==> src/rtl/lift_ctrl_scan.sv <==
// SCAN-order lift controller: per-floor call bitmap, timed travel and door dwell.
// Optional emergency stop (estop input, HALT state) enabled by LIFT_ESTOP_EN.
module lift_ctrl_scan #(
    parameter int FLOORS     = 6,
    parameter int FLOOR_W    = 3,
    parameter int TRAVEL_CYC = 4,
    parameter int DOOR_CYC   = 3
) (
    input  logic               clk,
    input  logic               rst,
    input  logic               req_valid,
    input  logic [FLOOR_W-1:0] req_floor,
`ifdef LIFT_ESTOP_EN
    input  logic               estop,
`endif
    output logic [1:0]         motor,
    output logic               door_open,
    output logic [FLOOR_W-1:0] cur_floor,
    output logic [FLOORS-1:0]  pending,
    output logic               busy
);
    localparam int MAXC = (TRAVEL_CYC > DOOR_CYC) ? TRAVEL_CYC : DOOR_CYC;
    localparam int TW = (MAXC > 1) ? $clog2(MAXC) : 1;
    localparam logic [TW-1:0] TRAVEL_LAST = TW'(TRAVEL_CYC - 1);
    localparam logic [TW-1:0] DOOR_LAST = TW'(DOOR_CYC - 1);
    localparam logic [TW-1:0] ONE_T = TW'(1);
    localparam logic [FLOOR_W-1:0] ONE_F = FLOOR_W'(1);
    localparam logic [FLOOR_W-1:0] TOP_FLOOR = FLOOR_W'(FLOORS - 1);

    typedef enum logic [2:0] {
        IDLE,
        MOVE_UP,
        MOVE_DN,
        DOOR
`ifdef LIFT_ESTOP_EN
        , HALT
`endif
    } state_t;

    state_t             state_q, state_d, eff;
    logic [TW-1:0]      tmr_q, tmr_d;
    logic [FLOOR_W-1:0] floor_d;
    logic               dir_up_q, dir_up_d;
    logic [FLOORS-1:0]  here_mask, req_mask, pend_d;
    logic               any_above, any_below, here, req_here;
    logic               clr_here, block;

    // HALT resumes by running the saved state's logic on the release edge
`ifdef LIFT_ESTOP_EN
    state_t saved_q;
    assign eff = (state_q == HALT) ? saved_q : state_q;
    assign block = (eff == DOOR) && !estop;
`else
    assign eff = state_q;
    assign block = (eff == DOOR);
`endif

    always_comb begin
        here_mask = '0;
        req_mask  = '0;
        any_above = 1'b0;
        any_below = 1'b0;
        for (int i = 0; i < FLOORS; i++) begin
            here_mask[i] = (FLOOR_W'(i) == cur_floor);
            req_mask[i]  = req_valid && (FLOOR_W'(i) == req_floor);
            if (FLOOR_W'(i) > cur_floor) any_above = any_above | pending[i];
            if (FLOOR_W'(i) < cur_floor) any_below = any_below | pending[i];
        end
        here     = |(pending & here_mask);
        req_here = |(req_mask & here_mask);
    end

    always_comb begin
        state_d  = eff;
        tmr_d    = tmr_q;
        floor_d  = cur_floor;
        dir_up_d = dir_up_q;
        clr_here = 1'b0;
        unique case (eff)
            IDLE: begin
                if (here) begin
                    state_d  = DOOR;
                    tmr_d    = '0;
                    clr_here = 1'b1;
                end else if (dir_up_q && any_above) begin
                    state_d = MOVE_UP;
                end else if (!dir_up_q && any_below) begin
                    state_d = MOVE_DN;
                end else if (any_above) begin
                    state_d  = MOVE_UP;
                    dir_up_d = 1'b1;
                end else if (any_below) begin
                    state_d  = MOVE_DN;
                    dir_up_d = 1'b0;
                end
            end
            MOVE_UP, MOVE_DN: begin
                if (tmr_q == TRAVEL_LAST) begin
                    tmr_d   = '0;
                    state_d = IDLE;
                    floor_d = (eff == MOVE_UP) ? cur_floor + ONE_F
                                               : cur_floor - ONE_F;
                end else begin
                    tmr_d = tmr_q + ONE_T;
                end
            end
            DOOR: begin
                if (req_here) begin
                    tmr_d = '0;
                end else if (tmr_q == DOOR_LAST) begin
                    tmr_d   = '0;
                    state_d = IDLE;
                end else begin
                    tmr_d = tmr_q + ONE_T;
                end
            end
            default: state_d = IDLE;
        endcase
`ifdef LIFT_ESTOP_EN
        if (estop) begin
            state_d  = HALT;
            tmr_d    = tmr_q;
            floor_d  = cur_floor;
            dir_up_d = dir_up_q;
            clr_here = 1'b0;
        end
`endif
        pend_d = (pending | (req_mask & ~(here_mask & {FLOORS{block}})))
                 & ~(here_mask & {FLOORS{clr_here}});
    end

    always_ff @(posedge clk or posedge rst) begin
        if (rst) begin
            state_q   <= IDLE;
            tmr_q     <= '0;
            cur_floor <= '0;
            dir_up_q  <= 1'b1;
            pending   <= '0;
            motor     <= 2'b00;
            door_open <= 1'b0;
            busy      <= 1'b0;
        end else begin
            state_q   <= state_d;
            tmr_q     <= tmr_d;
            cur_floor <= floor_d;
            dir_up_q  <= dir_up_d;
            pending   <= pend_d;
            motor     <= (state_d == MOVE_UP) ? 2'b01 :
                         (state_d == MOVE_DN) ? 2'b10 : 2'b00;
            door_open <= (state_d == DOOR);
            busy      <= (state_d != IDLE) || (|pend_d);
        end
    end

`ifdef LIFT_ESTOP_EN
    always_ff @(posedge clk or posedge rst) begin
        if (rst) saved_q <= IDLE;
        else if (estop) saved_q <= eff;
    end
`endif

    a_up_bound: assert property (@(posedge clk) disable iff (rst)
        eff == MOVE_UP |-> cur_floor < TOP_FLOOR);
    a_dn_bound: assert property (@(posedge clk) disable iff (rst)
        eff == MOVE_DN |-> cur_floor != '0);
    a_range: assert property (@(posedge clk) disable iff (rst)
        cur_floor <= TOP_FLOOR);
endmodule

==> config.mk <==
export PLATFORM = sky130hd
export DESIGN_NAME = lift_ctrl_scan
export DESIGN_NICKNAME = d
export VERILOG_FILES = /design/src/rtl/lift_ctrl_scan.sv
export SDC_FILE = /design/constraint.sdc
export NUM_CORES = 1
export LEC_CHECK = 0
export CAP_MARGIN = 40
export CORE_MARGIN = 1
export CORE_UTILIZATION = 35
export DETAILED_ROUTE_END_ITERATION = 7
export GPL_ROUTABILITY_DRIVEN = 0
export GPL_TIMING_DRIVEN = 0
export PLACE_DENSITY_LB_ADDON = 0.05
export SETUP_SLACK_MARGIN = 0.05
export SLEW_MARGIN = 20
export SYNTH_ARGS = -nofsm -noshare
export SYNTH_HDL_FRONTEND = slang
export SYNTH_SLANG_ARGS = --single-unit
export TNS_END_PERCENT = 5
==> constraint.sdc <==
create_clock -name clk -period 2.3 [get_ports clk]
set_input_delay 0.575 -clock clk [delete_from_list [all_inputs] [get_ports clk]]
set_output_delay 0.575 -clock clk [all_outputs]
set_load 0.02 [all_outputs]
==> flow_metrics.py, run 1 <==
metrics = {
    "grt": {
        "grt_max_degree": 20,
        "grtUsageTotal_pct": 19.2,
        "overflow": 0,
        "grt_pass1_vias": 1496,
        "antenna_found_initial": 0,
        "grt_pass1_wl_um": 7490,
    },
    "layout": {
        "fill_cells": 434,
        "area_growth_pct": 24.6,
        "nets": 233,
        "regArea_um2": 479,
        "diodes": 0,
        "fin_cells": 269,
        "layout-drive-gt1-share_pct": 20.7,
        "multi_input_area_mm2": 0.00105,
        "final_util_pct": 45.5,
    },
    "logic_synthesis": {
        "netlist_area_mm2": 0.00159,
        "synth_edf_count": 0,
        "ys_top_cells_by_area": "dfrtp_1 (28%), ha_1 (7.1%), nor2_1 (5.0%)",
        "ys_top_cells_by_count": "nor2_1 (21), dfrtp_1 (18), a21oi_1 (15), nand2_1 (15), inv_1 (11)",
        "synth_most_common_cell": "nor2_1",
        "synth_top_area_cell": "dfrtp_1",
        "synthFlopType": "dfrtp_1",
        "ys_seq_elements": 19,
        "yosysUniqueCellTypes": 60,
        "synth_seq_area_share_pct": 30.0,
        "async_reset_ff_share_pct": 100,
        "synth_cells": 189,
        "yosys.area.top_type_share_pct": 28.3,
        "synth_fp_nets": 204,
        "avgSynthCellArea_um2": 8.41,
        "ys_warn_count": 0,
    },
    "placement": {
        "place_inst": 259,
        "io_buffers": 18,
        "dp_hpwl_um": 3260,
    },
    "sta": {
        "min_period_ns": 2.15,
        "grt_setup_unrepaired": "false",
        "tns_ns": 0,
        "fmax_mhz": 464,
        "post-route-period-util_pct": 93.6,
        "hold_violations": 0,
        "hold_slack_ns": 0.467,
        "skew_ns": 0.00774,
        "finalSetupViolCount": 0,
        "slew_viol_final": 0,
    },
    "run": {
        "drv_cap": 0,
    },
    "critical_path": {
        "worst_ep_required_time_ns": 2.43,
        "worst_setup_path_start_kind": "input pin",
        "critPathMaxFanout": 10,
        "critPathKind": "input pin to register",
        "arrival_ns": 2.29,
        "worstSetupEndpointType": "register",
    },
    "hold_path": {
        "hold_path_class": "input pin to async pin",
    },
    "clock_tree": {
        "cts_tree": "built",
        "cts_made_buffers": 3,
        "cts_buffer_depth": 2,
        "cts_max_level": 1,
        "cts_hold_buf": 0,
        "cts.sinks": 19,
        "root_buffer": "clkbuf_8",
        "clkLatencyLatePin_ns": 0.26,
        "clk_pin_slew_ns": 0.07,
    },
    "route": {
        "wl_met2_um": 2050,
        "ant_nets": 0,
        "dr.pass1.iters": 5,
        "met1_length_um": 2060,
        "drt_iter0_markers": 125,
        "met3_length_um": 292,
        "viasPerCell": 5.81,
        "wirelength_um": 4480,
        "vias": 1562,
        "drc": 0,
        "wl_per_cell_um": 16.6,
        "top_layer_used": "met4",
    },
    "floorplan": {
        "placementRows": 24,
        "die_w_um": 69.4,
        "ioPinCount": 19,
        "initial_core_util_pct": 36.5,
        "die_y_um": 69.4,
        "die-area_mm2": 0.00481,
        "core_area_mm2": 0.00435,
    },
    "outcome": {
        "status": "finished clean",
    },
    "pwr": {
        "p_leak_nw": 0.800,
        "ir_drop_v": 0.000486,
        "p_per_area_mw_per_mm2": 1300,
    },
}
## power by group
part / switching [mW] / internal, mW
sequential: 0.189 / 0.468
combinational: 0.960 / 0.713
clock: 0.124 / 0.121
## path summary, 6_finish.rpt
| kind | endpoint | from | cells past startpoint | slack, ns |
|---|---|---|---|---|
| min in group clk | tmr_q[1] | tmr_q[1] | 2 | 0.56 |
| max in group asynchronous | dir_up_q | rst | 3 | 1.43 |
| setup / recovery | busy | req_floor[0] | 8 | 0.15 |
| hold reg to reg | tmr_q[1] | tmr_q[1] | 2 | 0.56 |
| setup reg to reg | busy | cur_floor[1] | 8 | 0.15 |
| hold / removal | tmr_q[0] | rst | 2 | 0.47 |
## area by class of cell
cell class	count	area share, %
Multi-Input combinational cell	150	52.9
Sequential cell	19	24.2
Timing Repair Buffer	24	11.8
Buffer	9	3.29
Tap cell	52	3.29
Inverter	11	2.21
Clock buffer	3	2.09
Clock inverter	1	0.253
## flip-flops by register name (all words and copies together), names as in the netlist
register	cells
busy	1
eff	3
dir_up_q	1
pending	6
tmr_q	2
door_open	1
motor	2
cur_floor	3
## stage by stage
stage	total power [mW]	setup WS [ns]	cell area, um^2
final	2.57	0.146	1980
after global routing	2.79	0.0457	1980
after CTS	2.48	0.0538	1910
after detailed placement	2.17	-0.281	1830
after global placement	2.17	-0.246	1830
after floorplan	1.68	0.186	1590
## per-layer routing
layer	vias up	global-route usage [%]
li1	748	-
met1	741	25.9
met2	65	32.3
met3	8	3.05
met4	0	4.31
met5	-	0
## cells by family (layout without fill, tap and decap cells)
family | count (synthesis) | count (layout) | synth area share (%)
xor+xnor | 2 | 2 | 1.10
fa+ha+maj | 9 | 9 | 7.09
buf+inv | 20 | 48 | 6.53
compound gates | 58 | 58 | 26.5
flops | 19 | 19 | 30.0
mux | 1 | 1 | 0.709
simple gates | 79 | 79 | 27.8
other cells | 1 | 1 | 0.236
## placed cells by master (no fill, tap or decap), types with 2 or more instances in the layout
cell             count
a211oi_1             2
a21o_1               2
a21oi_1             15
a31oi_1              7
a32oi_1              2
and3_1               2
and3b_1              3
and4_1               2
buf_2                4
buf_4                8
buf_6                2
clkbuf_8             3
clkdlybuf4s50_1     18
dfrtp_1             16
dfrtp_2              2
ha_1                 6
ha_2                 3
inv_1                9
nand2_1             15
nand2b_1             3
nand3_1              4
nand3b_1             3
nand4b_1             2
nor2_1              20
nor2b_1              3
nor3_1               4
o21ai_0             10
o221ai_1             2
or3_1                2
xnor2_1              2
## worst max-delay path: stages
cell and delay, ns:
clkdlybuf4s50_1 0.49, buf_4 0.18, mux2_2 0.34, nand2_1 0.06, a21oi_1 0.13, o21ai_2 0.22
nand3_2 0.11, nand4b_1 0.18
## repair_timing
action                                  in CTS  in global routing
pin swaps                                    0                  1
gates cloned                                 0                  0
endpoints found under the hold margin        0                  0
endpoints found under the setup margin       1                  7
buffers inserted                             0                  5
gates resized for setup                      7                 10
(Power assumes the default switching activity.)
==> run 2: changes to the inputs <==
DONT_BUFFER_PORTS = 1   (was unset)
==> run 2 against run 1 <==
Register-to-register slack is essentially flat. Worst setup slack better by 0.0012 ns. Total power down 9.6%. Final cell count is 8.6% lower. Sequential power is 18% higher. Count of clock-buffer cells in the layout is the same. Routed wire length decreased by 5.8%. Via count is 6.7% lower. Non-clock buffer count shrank 23. First-iteration DRC count down 42%. Clock power decreased by 3%. Critical endpoint unchanged. Largest cell class unchanged. Largest power group unchanged. Highest routed layer unchanged.
==> flow_metrics.py, run 2 (same netlist as run 1, synthesis figures left out) <==
metrics = {
    "outcome": {
        "status": "finished clean",
    },
    "layout": {
        "largest-register": "pending",
        "largest_register_ffs": 6,
        "layout-drive-gt1-share_pct": 19.1,
        "nets": 210,
        "final_common_cell": "nor2_1",
        "fill_cells": 441,
        "final_area_mm2": 0.00176,
        "diodes": 0,
        "most-common-layout-cells": "nor2_1 (20), dfrtp_1 (16), nand2_1 (15), a21oi_1 (15)",
        "area_growth_pct": 10.9,
        "fin_cells": 246,
        "final_util_pct": 40.5,
    },
    "route": {
        "dr.pass1.iters": 4,
        "drt_iter0_markers": 73,
        "drc": 0,
        "viasPerCell": 5.93,
        "wirelength_um": 4220,
        "vias": 1458,
        "ant_nets": 0,
        "wl_per_cell_um": 17.2,
    },
    "critical_path": {
        "reg2reg_to": "busy",
        "crit_slowest_cell": "dfrtp_2",
        "cp_top_family": "compound AO/OA/AOI/OAI gates",
        "worst_setup_path_start_kind": "register",
        "r2r-start": "cur_floor[0]",
        "critPathKind": "register to register",
        "cpPeakStageDelay_ns": 0.54,
        "cp.depth": 7,
        "critPathMaxFanout": 8,
        "crit_buf_inv": 1,
        "reg2regPathDepth": 7,
        "arrival_ns": 2.29,
        "worst_ep_required_time_ns": 2.44,
        "worstSetupEndpointType": "register",
        "r2r_setup_slack_ns": 0.15,
        "crit_chain": "inv_4 -> ha_2 -> and3_1 -> a211o_1 -> a21oi_1 -> nand3_1 -> nand4b_1",
    },
    "run": {
        "drv_cap": 0,
    },
    "placement": {
        "io_buffers": 0,
        "placed_area_mm2": 0.00165,
        "place_inst": 241,
        "dp_hpwl_um": 3190,
        "pre_cts_slack_ns": -0.124,
    },
    "sta": {
        "post-route-period-util_pct": 93.6,
        "tns_ns": 0,
        "slew_viol_final": 0,
        "min_period_ns": 2.15,
        "hold_violations": 0,
        "tightest_slew_ns": 0.548,
        "fmax_mhz": 465,
        "slew_headroom_pct": 63.4,
        "hold_slack_ns": 0.128,
        "skew_ns": 0.00706,
        "fin_ws_ns": 0.147,
        "finalSetupViolCount": 0,
        "grt_setup_unrepaired": "true",
    },
    "grt": {
        "overflow": 0,
        "met2_usage_pct": 28.9,
        "antenna_found_initial": 0,
        "grt_pass1_wl_um": 7160,
        "grt_max_degree": 20,
        "grtUsageTotal_pct": 18.6,
        "grt.busiest_layer": "met2",
        "met3_usage_pct": 4.51,
        "grt_pass1_vias": 1435,
        "use_met1_pct": 25.7,
    },
    "pwr": {
        "p_leak_nw": 0.699,
        "p_total_mw": 2.33,
        "p_per_area_mw_per_mm2": 1320,
        "ir_drop_v": 0.000544,
    },
    "clock_tree": {
        "post_cts_buffers": 0,
        "cts_made_buffers": 3,
        "cts_buffer_depth": 2,
        "clkLatencyLatePin_ns": 0.26,
        "cts_tree": "built",
        "clk_pin_slew_ns": 0.08,
        "root_buffer": "clkbuf_8",
        "cts_max_level": 1,
        "cts_hold_buf": 0,
        "cts.sinks": 19,
    },
    "floorplan": {
        "ioPinCount": 19,
        "die_y_um": 69.4,
        "placementRows": 24,
        "initial_core_util_pct": 36.5,
        "core_area_mm2": 0.00435,
        "die_w_um": 69.4,
        "die-area_mm2": 0.00481,
    },
    "hold_path": {
        "hold_path_class": "input pin to async pin",
    },
}
## run 2: cell count changes in the layout (fill, tap and decap cells not counted), moves of 2 or more
cell             before  now
clkdlybuf4s50_1      18    0
o21ai_1               0    2
buf_4                 8    2
ha_4                  0    2
ha_2                  3    1
## run 2: per-layer routing
metal	vias up	routed length (um)
met2	33	1940
li1	710	-
met4	0	88
met5	-	0
met1	707	2020
met3	8	175
## run 2: power breakdown
group	total, mW	internal, mW	switching (mW)
registers	0.776	0.466	0.310
clock network	0.238	0.121	0.117
logic	1.31	0.528	0.787
## run 2: how the worst max path moves through the flow
stage / start / to / slack, ns
after floorplan: cur_floor[0] / dir_up_q / 0.19
after global placement: cur_floor[0] / busy / -0.17
after detailed placement: cur_floor[0] / busy / -0.12
after CTS: cur_floor[1] / busy / 0.07
after global routing: cur_floor[0] / dir_up_q / 0.02
final: cur_floor[0] / busy / 0.15
## run 2: worst reg2reg max path, stage by stage (launching register included)
cell	delay, ns
dfrtp_2	0.54
inv_4	0.10
ha_2	0.25
and3_1	0.20
a211o_1	0.39
a21oi_1	0.23
nand3_1	0.14
nand4b_1	0.19
## run 2: final cells by class
cell class	instances	area (um^2)	share of cell area (%)
clock buffers	3	41.3	2.34
multi-input cells	150	1050	59.7
plain buffers	9	62.6	3.55
repair buffers	1	11.3	0.639
flip-flops and latches	19	479	27.2
inverters	11	46.3	2.63
well taps	52	65.1	3.69
clock inverters	1	5.00	0.284
## run 2: repair_timing
action / in CTS / in global routing
resized for setup: 6 / 10
pin swaps: 0 / 1
setup endpoints to repair: 7 / 4
==> run 3: changes to the inputs <==
ABC_CLOCK_PERIOD_IN_PS = 2300   (was unset)
==> results of run 3 <==
No change in the layout: final DEF, timing and power equal those of run 2.
